===== src/rtl/instr_fetch_queue.sv =====
// In-order instruction prefetch queue with redirect flush and drain of in-flight responses.
// Optional macro IFQ_BYPASS_EN presents a response on the head outputs in the cycle it arrives.
module instr_fetch_queue #(
    parameter int          DEPTH    = 4,
    parameter logic [31:0] RESET_PC = 32'h0000_0000
) (
    input  logic        clk,
    input  logic        reset,
    output logic        imem_req,
    output logic [31:0] imem_addr,
    input  logic        imem_gnt,
    input  logic        imem_rvalid,
    input  logic [31:0] imem_rdata,
    input  logic        redirect,
    input  logic [31:0] redirect_pc,
    output logic        instr_valid,
    output logic [31:0] instr,
    output logic [31:0] instr_pc,
    input  logic        instr_ready
);
    localparam int PW = (DEPTH > 1) ? $clog2(DEPTH) : 1;
    localparam int CW = PW + 1;
    localparam logic [CW:0]   DEPTH_V = (CW + 1)'(DEPTH);
    localparam logic [CW-1:0] CNT_ONE = CW'(1);
    localparam logic [CW-1:0] CNT_ZERO = {CW{1'b0}};
    localparam logic [PW-1:0] PTR_ONE = PW'(1);
    localparam logic [PW-1:0] PTR_ZERO = {PW{1'b0}};

    typedef enum logic {
        FETCH = 1'b0,
        DRAIN = 1'b1
    } state_t;

    state_t        state_q, state_d;
    logic [31:0]   fetch_pc_q, fetch_pc_d;
    logic [CW-1:0] count_q, count_d;
    logic [CW-1:0] outst_q, outst_d;
    logic [PW-1:0] head_q, head_d;
    logic [PW-1:0] tail_q, tail_d;
    logic [31:0]   mem_instr_q [DEPTH];
    logic [31:0]   mem_pc_q    [DEPTH];

    logic        in_fetch_s;
    logic        rsp_ok_s;
    logic        grant_s;
    logic        byp_s;
    logic        push_s;
    logic        pop_s;
    logic [31:0] outst_ext_s;
    logic [31:0] rsp_pc_s;

    // Requests in flight were issued back-to-back from fetch_pc, so the oldest one's address is recoverable.
    assign in_fetch_s  = (state_q == FETCH);
    assign rsp_ok_s    = imem_rvalid && (outst_q != CNT_ZERO);
    assign outst_ext_s = 32'(outst_q);
    assign rsp_pc_s    = fetch_pc_q - {outst_ext_s[29:0], 2'b00};
    assign imem_req    = reset && in_fetch_s && !redirect &&
                         (({1'b0, count_q} + {1'b0, outst_q}) < DEPTH_V);
    assign imem_addr   = fetch_pc_q;
    assign grant_s     = imem_req && imem_gnt;

`ifdef IFQ_BYPASS_EN
    assign byp_s = in_fetch_s && (count_q == CNT_ZERO) && !redirect && rsp_ok_s;
`else
    assign byp_s = 1'b0;
`endif

    assign pop_s  = in_fetch_s && !redirect && (count_q != CNT_ZERO) && instr_ready;
    assign push_s = in_fetch_s && !redirect && rsp_ok_s && !(byp_s && instr_ready);

    // Head outputs: queued entry first, otherwise the bypassed response, otherwise zero.
    always_comb begin
        instr_valid = 1'b0;
        instr       = 32'h0000_0000;
        instr_pc    = 32'h0000_0000;
        if (count_q != CNT_ZERO) begin
            instr_valid = 1'b1;
            instr       = mem_instr_q[head_q];
            instr_pc    = mem_pc_q[head_q];
        end else if (byp_s) begin
            instr_valid = 1'b1;
            instr       = imem_rdata;
            instr_pc    = rsp_pc_s;
        end else begin
            instr_valid = 1'b0;
        end
    end

    // Next-state logic for FSM, fetch PC, occupancy and pointers.
    always_comb begin
        state_d    = state_q;
        fetch_pc_d = fetch_pc_q;
        count_d    = count_q;
        head_d     = head_q;
        tail_d     = tail_q;
        case ({grant_s, rsp_ok_s})
            2'b10:   outst_d = outst_q + CNT_ONE;
            2'b01:   outst_d = outst_q - CNT_ONE;
            default: outst_d = outst_q;
        endcase
        if (redirect) begin
            count_d    = CNT_ZERO;
            head_d     = PTR_ZERO;
            tail_d     = PTR_ZERO;
            fetch_pc_d = {redirect_pc[31:2], 2'b00};
            state_d    = (outst_d != CNT_ZERO) ? DRAIN : FETCH;
        end else if (state_q == DRAIN) begin
            state_d = (outst_d == CNT_ZERO) ? FETCH : DRAIN;
        end else begin
            if (grant_s) begin
                fetch_pc_d = fetch_pc_q + 32'd4;
            end else begin
                fetch_pc_d = fetch_pc_q;
            end
            if (push_s) begin
                tail_d = tail_q + PTR_ONE;
            end else begin
                tail_d = tail_q;
            end
            if (pop_s) begin
                head_d = head_q + PTR_ONE;
            end else begin
                head_d = head_q;
            end
            case ({push_s, pop_s})
                2'b10:   count_d = count_q + CNT_ONE;
                2'b01:   count_d = count_q - CNT_ONE;
                default: count_d = count_q;
            endcase
        end
    end

    // State and queue storage registers.
    always_ff @(posedge clk or negedge reset) begin
        if (!reset) begin
            state_q    <= FETCH;
            fetch_pc_q <= RESET_PC;
            count_q    <= CNT_ZERO;
            outst_q    <= CNT_ZERO;
            head_q     <= PTR_ZERO;
            tail_q     <= PTR_ZERO;
            for (int i = 0; i < DEPTH; i++) begin
                mem_instr_q[i] <= 32'h0000_0000;
                mem_pc_q[i]    <= 32'h0000_0000;
            end
        end else begin
            state_q    <= state_d;
            fetch_pc_q <= fetch_pc_d;
            count_q    <= count_d;
            outst_q    <= outst_d;
            head_q     <= head_d;
            tail_q     <= tail_d;
            if (push_s) begin
                mem_instr_q[tail_q] <= imem_rdata;
                mem_pc_q[tail_q]    <= rsp_pc_s;
            end
        end
    end
endmodule


===== config.mk =====
export PLATFORM = sky130hd
export DESIGN_NAME = instr_fetch_queue
export DESIGN_NICKNAME = d
export VERILOG_FILES = /design/src/rtl/instr_fetch_queue.sv
export SDC_FILE = /design/constraint.sdc
export NUM_CORES = 1
export LEC_CHECK = 0
export BUFFER_PORTS_ARGS = -buffer_cell sky130_fd_sc_hd__buf_4
export CORE_ASPECT_RATIO = 1.4
export CORE_MARGIN = 10
export CORE_UTILIZATION = 35
export CTS_CLUSTER_DIAMETER = 120
export CTS_CLUSTER_SIZE = 16
export DETAILED_ROUTE_END_ITERATION = 16
export PLACE_DENSITY = 0.54
export SETUP_SLACK_MARGIN = 0.4
export SYNTH_ARGS = -nofsm -noshare
export SYNTH_HDL_FRONTEND = slang
export SYNTH_SLANG_ARGS = --single-unit

===== constraint.sdc =====
create_clock -name clk -period 4.4 [get_ports clk]
set_clock_uncertainty 0.2 [all_clocks]
set_input_delay 0.66 -clock clk [delete_from_list [all_inputs] [get_ports clk]]
set_output_delay 0.66 -clock clk [all_outputs]
set_load 0.01 [all_outputs]

==> impl_results.md, run 1 <==
- Outcome: complete, no violations
- Mapped Area: 0.0139 mm^2
- Post-Synthesis Cells: 1,184
- Crit path kind: flop to output pin
- IO Count: around 170
- Worst Hold Class: primary input to asynchronous set/reset pin
- Critical path, cell by cell: or3_2, buf_4, and2_1, buf_4
- Slowest stage cell, crit path: or3_2
- Crit end category: output pin
- Chip Height: between 200 and 300 um
- Avg Synthesized Cell Area: between 10 and 15 um^2
- Hold-fix buffers at CTS: 0
- CTS tree: yes
- Cell area power density: around 440 mW/mm^2
- Delay-heaviest family, CP: simple AND/OR/NAND/NOR gates
- Port-buffer cells: 161
- Rel. slew slack: 0.186
- First-pass DRT Iterations: 5
- H-tree levels: 1
- Flops & latches, synth: 289
- Clock Tree Buf Depth: 3
- Slowest cell delay on critical path: between 700 and 800 ps
- Worst hold slack: about 110 ps
- First-pass GRT wire length: about 57,000 um
- Pleak: ~7.4 nW
- Worst skew pair latency: ~540 ps
- Final-report hold violation count: 0
- TNS Setup: 0 ps
- Dpl hpwl: between 20,000 and 25,000 um
- Synth cell types: 54
- TritonCTS Buffers: 22
- Filler cells: 3,782
- Ys Warns: 0
- 1st-iter DRT viols: 427
- Fin crit share: 0.770
- Vias per inst: just over 5
- Fraction of layout cells with a size suffix above 1: 0.322
- Core area: roughly 0.039 mm^2
- Fin. max-slew vios: 0
- Fmax: 295 MHz
- Largest net degree at the start of global routing: 164
- Routed vias: ~9,300
- Initial core utilization: 0.353
- N_diodes: 0
- Row cnt: 86
- CP required: between 3000 and 4000 ps
- Multi-input logic area: 0.00627 mm^2
- RSZ-0062 raised after global routing: no
- WP buf/inv: 2
- Gpl congestion: between 0.8 and 0.9
- Ys flop type: dfrtp_1
- Maximum capacitance violations: 0
- Initial antenna violation count: 0
- Final wirelength: between 30,000 and 40,000 um
- Final setup vio count: 0
- Worst setup SP type: flop
- Crit path DAT: approximately 2500 ps
- Wirelength per Cell: around 19 um
- Die area: between 0.04 and 0.05 mm^2
- Min Tclk post-route: 3390 ps
- Die X: about 190 um
- Gr ovfl total: 0
- CTS resizes: 0
- Most frequent CP cell: buf_4
- Post-synth EDFFs: 0
- Peak supply drop: 0.233 mV
- Register Area: roughly 0.0072 mm^2
- DR DRC count: 0
- Area delta synth->final: 17.5%
- Post CTS Setup Buffer Count: 0
- Critical Path Fanout Max: between 40 and 50
- Nets: between 1,000 and 1,500
- CTS Sinks: 289
- Tightest Pin Transition: between 1000 and 1500 ps
- Vias in the first global route: 9,899
- Post-route ant nets: 0
- Async SR Flop Fraction: 1.00
- Tot GR Track Use: 0.147
- Reg clk slew, reported paths: 70 ps
- Root Buffer: clkbuf_16
- Register area share after synthesis: 0.522
==> path summary, 6_finish.rpt <==
path                                     startpoint                           to  slack [ps]  cells past startpoint
max in group asynchronous                     reset        head_q[0]$_DFFE_PN0P_        2400                      3
setup / recovery             count_q[0]$_DFFE_PN0P_                  instr_pc[9]        1010                      4
min in group clk                     redirect_pc[8]     imem_addr[8]$_DFFE_PN0P_         120                      3
hold / removal                                reset  mem_instr_q[38]$_DFFE_PN0P_         110                      2
setup reg to reg               outst_q[0]$_DFF_PN0_     mem_pc_q[28]$_DFFE_PN0P_        1120                      7
hold reg to reg            mem_pc_q[76]$_DFFE_PN0P_     mem_pc_q[76]$_DFFE_PN0P_         280                      2
==> cell type report <==
type / instances / share of cell area
clock buffers: 25 / 0.0358
flip-flops and latches: 289 / 0.444
repair buffers: 183 / 0.0902
inverters: 14 / 0.00323
clock inverters: 1 / 0.000999
multi-input cells: 797 / 0.385
well taps: 528 / 0.0406
==> layer usage <==
layer	vias up	GRT usage	part of all wire
li1	4403	-	-
met1	4660	0.184	0.43
met2	214	0.246	0.49
met3	44	0.0315	0.059
met4	0	0.0479	0.025
met5	-	0	0
==> through the flow <==
step / instances / area (um^2) / setup slack, ps / utilization / power [mW]
2_1_floorplan: 1187 / 13900 / 1320 / - / 4.72
3_3_place_gp: 1811 / 15700 / 920 / 0.399 / 5.38
3_5_place_dp: 1811 / 15700 / 810 / 0.399 / 5.45
4_1_cts: 1837 / 16300 / 902 / 0.415 / 7.38
5_1_grt: 1837 / 16300 / 849 / 0.415 / 7.71
6_report: 1837 / 16300 / 1010 / 0.415 / 7.23
==> where the power goes <==
part	internal (mW)	total [mW]	switching, mW
registers	3.21	3.56	0.349
logic	0.964	1.79	0.824
clock network	0.939	1.89	0.952
==> worst reg2reg max path: stages (launching register included) <==
cell and delay [ps]:
dfrtp_1 450, o31ai_1 190, nor3_1 950, nand2_4 650, buf_12 400, buf_12 180, nand2_1 60, o21ai_0 70
==> state kept, by name, summed over array words and instances, names as in the netlist <==
name	cells
mem_pc_q	120
state_q	1
head_q	2
outst_q	3
count_q	3
imem_addr	30
mem_instr_q	128
tail_q	2
==> Yosys cell counts (all sizes together), types with 6 or more instances <==
cell type	count	share of area
o211ai	6	0.0033
nand2	173	0.047
nor2	39	0.011
and2	66	0.030
dfrtp	289	0.52
inv	13	0.0035
ha	11	0.0099
mux4	62	0.10
o21ai	140	0.051
nand3	16	0.0058
xnor2	32	0.020
xor2	12	0.0076
a21oi	9	0.0033
buf	14	0.0055
clkbuf	73	0.020
or3	6	0.0034
mux2	133	0.11
nand4	10	0.0050
nor4	10	0.0050
nor3	21	0.0091
==> cells by family after synthesis <==
group                    after synthesis  synth area share
flip-flops                           289             0.522
AND/OR/NAND/NOR                      362             0.127
multiplexers                         199             0.212
adder cells (fa/ha/maj)               14            0.0143
AO/OA/AOI/OAI                        174            0.0681
XOR/XNOR                              44            0.0278
other                                  1          0.000271
buffers and inverters                101            0.0291
==> placed cells by master (no fill, tap or decap), drive strengths merged, types with 6 or more instances in the layout <==
| cell | instances |
|---|---|
| nor3 | 21 |
| dfrtp | 289 |
| a21oi | 9 |
| xnor2 | 32 |
| nor4 | 10 |
| nand3 | 16 |
| nor2 | 39 |
| xor2 | 12 |
| inv | 14 |
| o21ai | 140 |
| and2 | 66 |
| o211ai | 6 |
| ha | 11 |
| buf | 183 |
| nand2 | 173 |
| mux4 | 62 |
| mux2 | 133 |
| nand4 | 10 |
| clkbuf | 25 |
| or3 | 6 |
(Power assumes the default switching activity.)
==> run 2: changes to the inputs <==
- PLACE_DENSITY: 0.54 -> 0.56
- clock period: 4.4 -> 3 ns (I/O delays scaled with it)
==> run 2 against run 1 <==
Cell area is 14% higher. Global-route usage is 0.90 points higher. Clock power is 45% higher. Die area stayed put. Count of clock-buffer cells in the layout stayed put. Core utilization is 5.6 points higher.
==> impl_results.md, run 2 (synthesis gave the netlist of run 1 again) <==
- Outcome: complete, no violations
- Min Tclk post-route: between 2000 and 3000 ps
- Crit path DAT: 2150 ps (-380 ps)
- Clock Tree Buf Depth: 3 (unchanged)
- Initial core utilization: 0.353 (unchanged)
- Final wirelength: 38,200 um (+7.7%)
- FF-to-FF path depth: 12 (+5)
- Vias per inst: 5.02 (-0.99%)
- Maximum capacitance violations: 0 (unchanged)
- Number of flip-flops in the largest register: 128 (unchanged)
- Worst Hold Launch: redirect_pc[26]
- Worst setup margin: 204 ps (-806 ps)
- Critical Path Fanout Max: 8 (-81%)
- Routed vias: 9,867 (+5.9%)
- Rel. slew slack: 0.461 (+0.275)
- Hold depth: 3
- Final Cell Area: 0.0185 mm^2 (+14%)
- Register bank with the most flops: mem_instr_q
- Most frequent cells in the layout: dfrtp_1 (282), nand2_1 (165), buf_4 (160), mux2_2 (133), o21ai_0 (114)
- Port-buffer cells: 161 (unchanged)
- Row cnt: 86 (unchanged)
- Gr ovfl total: 0 (unchanged)
- Crit path kind: flop to output pin
- Root Buffer: clkbuf_16
- Worst setup SP type: flop
- Initial antenna violation count: 1 (+1)
- Final-report hold violation count: 0 (unchanged)
- IO Count: 168 (unchanged)
- CTS Sinks: 289 (unchanged)
- Tightest Pin Transition: 808 ps (-404 ps)
- Nets: 1,517 (+9.1%)
- Fraction of layout cells with a size suffix above 1: 0.413 (+0.0913)
- DR DRC count: 0 (unchanged)
- Worst Hold Class: primary input to flop
- Core area: 0.0393 mm^2 (unchanged)
- Dpl cell area: 0.0160 mm^2 (+2.1%)
- Tot GR Track Use: 0.156 (+0.00905)
- CP startpoint: head_q[0]$_DFFE_PN0P_
- Peak supply drop: 0.306 mV (+31%)
- First-pass DRT Iterations: 4 (-1)
- Wirelength per Cell: 19.5 um (+0.74%)
- RSZ-0062 raised after global routing: yes
- Final setup vio count: 0 (unchanged)
- Pleak: 8.34 nW (+13%)
- Pre-CTS setup slack: -50.5 ps (-860 ps)
- Reg clk slew, reported paths: 80 ps (about the same)
- Largest net degree at the start of global routing: 152 (-7.3%)
- Vias in the first global route: 10,700 (+7.8%)
- Worst skew pair latency: 540 ps (about the same)
- Post-route ant nets: 0 (unchanged)
- Die area: 0.0481 mm^2 (unchanged)
- 1st-iter DRT viols: 370 (-13%)
- First-pass GRT wire length: 60,400 um (+5.9%)
- Fin crit share: 0.932
- Most common cell after layout, fill and taps aside: dfrtp_1
- Gpl congestion: 0.850 (+5.0%)
- Chip Height: 255 um (unchanged)
- H-tree levels: 1 (unchanged)
- TritonCTS Buffers: 22 (unchanged)
- CTS tree: yes
- Area delta synth->final: 33.4%
- R2r startpoint: count_q[2]$_DFFE_PN0P_
- Die X: 188 um (unchanged)
- N_diodes: 0 (unchanged)
- CP required: 2350 ps (-1190 ps)
- R2R setup slack: 320 ps (-800 ps)
- Fmax: approximately 360 MHz
- Dpl hpwl: 24,400 um (+1.4%)
- Cell area power density: 610 mW/mm^2 (+37%)
- Crit end category: output pin
- Fin. max-slew vios: 0 (unchanged)
[run 2: cell count changes in the layout (fill, tap and decap cells not counted), sizes merged]
cell,change
clkinv,+1
dlygate4sd3,+63
buf,+61
clkbuf,+2
[run 2: what timing repair did]
item / in CTS / in global routing
endpoints found under the hold margin: 447 / 0
setup endpoints to repair: 315 / 144
buffers inserted: 7 / 23
cloned: 5 / 2
pin swaps: 8 / 31
gates resized for setup: 97 / 108
hold buffers: 63 / 0
[run 2: where the power goes]
part / internal, mW / switching (mW)
Sequential: 4.71 / 0.490
Clock: 1.34 / 1.41
Combinational: 1.88 / 1.46
[run 2: final cells by class]
type                       count  area, um^2
clock buffer                  25         562
clock inverter                 2        32.5
fill                        3565       20800
inverter                      14        60.1
multi-input combinational    797        6800
sequential                   289        7240
tap                          528         661
timing repair buffer         309        3120
[run 2: through the flow]
step / power (mW) / util / std cells / setup TNS [ps] / hold WS (ps)
finish: 11.3 / 0.471 / 1964 / 0 / 27.4
global route: 12.0 / 0.471 / 1964 / 0 / 30.5
CTS: 11.1 / 0.453 / 1939 / 0 / 7.72
detailed placement: 8.04 / 0.408 / 1837 / -353 / 266
global placement: 7.94 / 0.408 / 1837 / 0 / 256
floorplan: 6.93 / - / 1187 / 0 / -45.6
[run 2: path summary, 6_finish.rpt]
check | to
min | imem_addr[26]$_DFFE_PN0P_
min reg2reg | mem_pc_q[18]$_DFFE_PN0P_
max | instr_pc[15]
max in group asynchronous | head_q[0]$_DFFE_PN0P_
min in group asynchronous | mem_instr_q[31]$_DFFE_PN0P_
max reg2reg | state_q$_DFF_PN0_
[run 2: worst max-delay path, stage by stage, from the launching register on]
cell and delay (ps):
dfrtp_4 470, buf_8 140, buf_16 150, mux4_2 540, and2_4 180, buf_6 110
[run 2: per-layer routing]
metal  routed length [um]  up-vias  track usage
met5                    0        -            0
met4                  697        0       0.0392
met3                 1740       39       0.0270
met2                19500      206        0.272
met1                16300     4965        0.194
li1                     -     4657            -
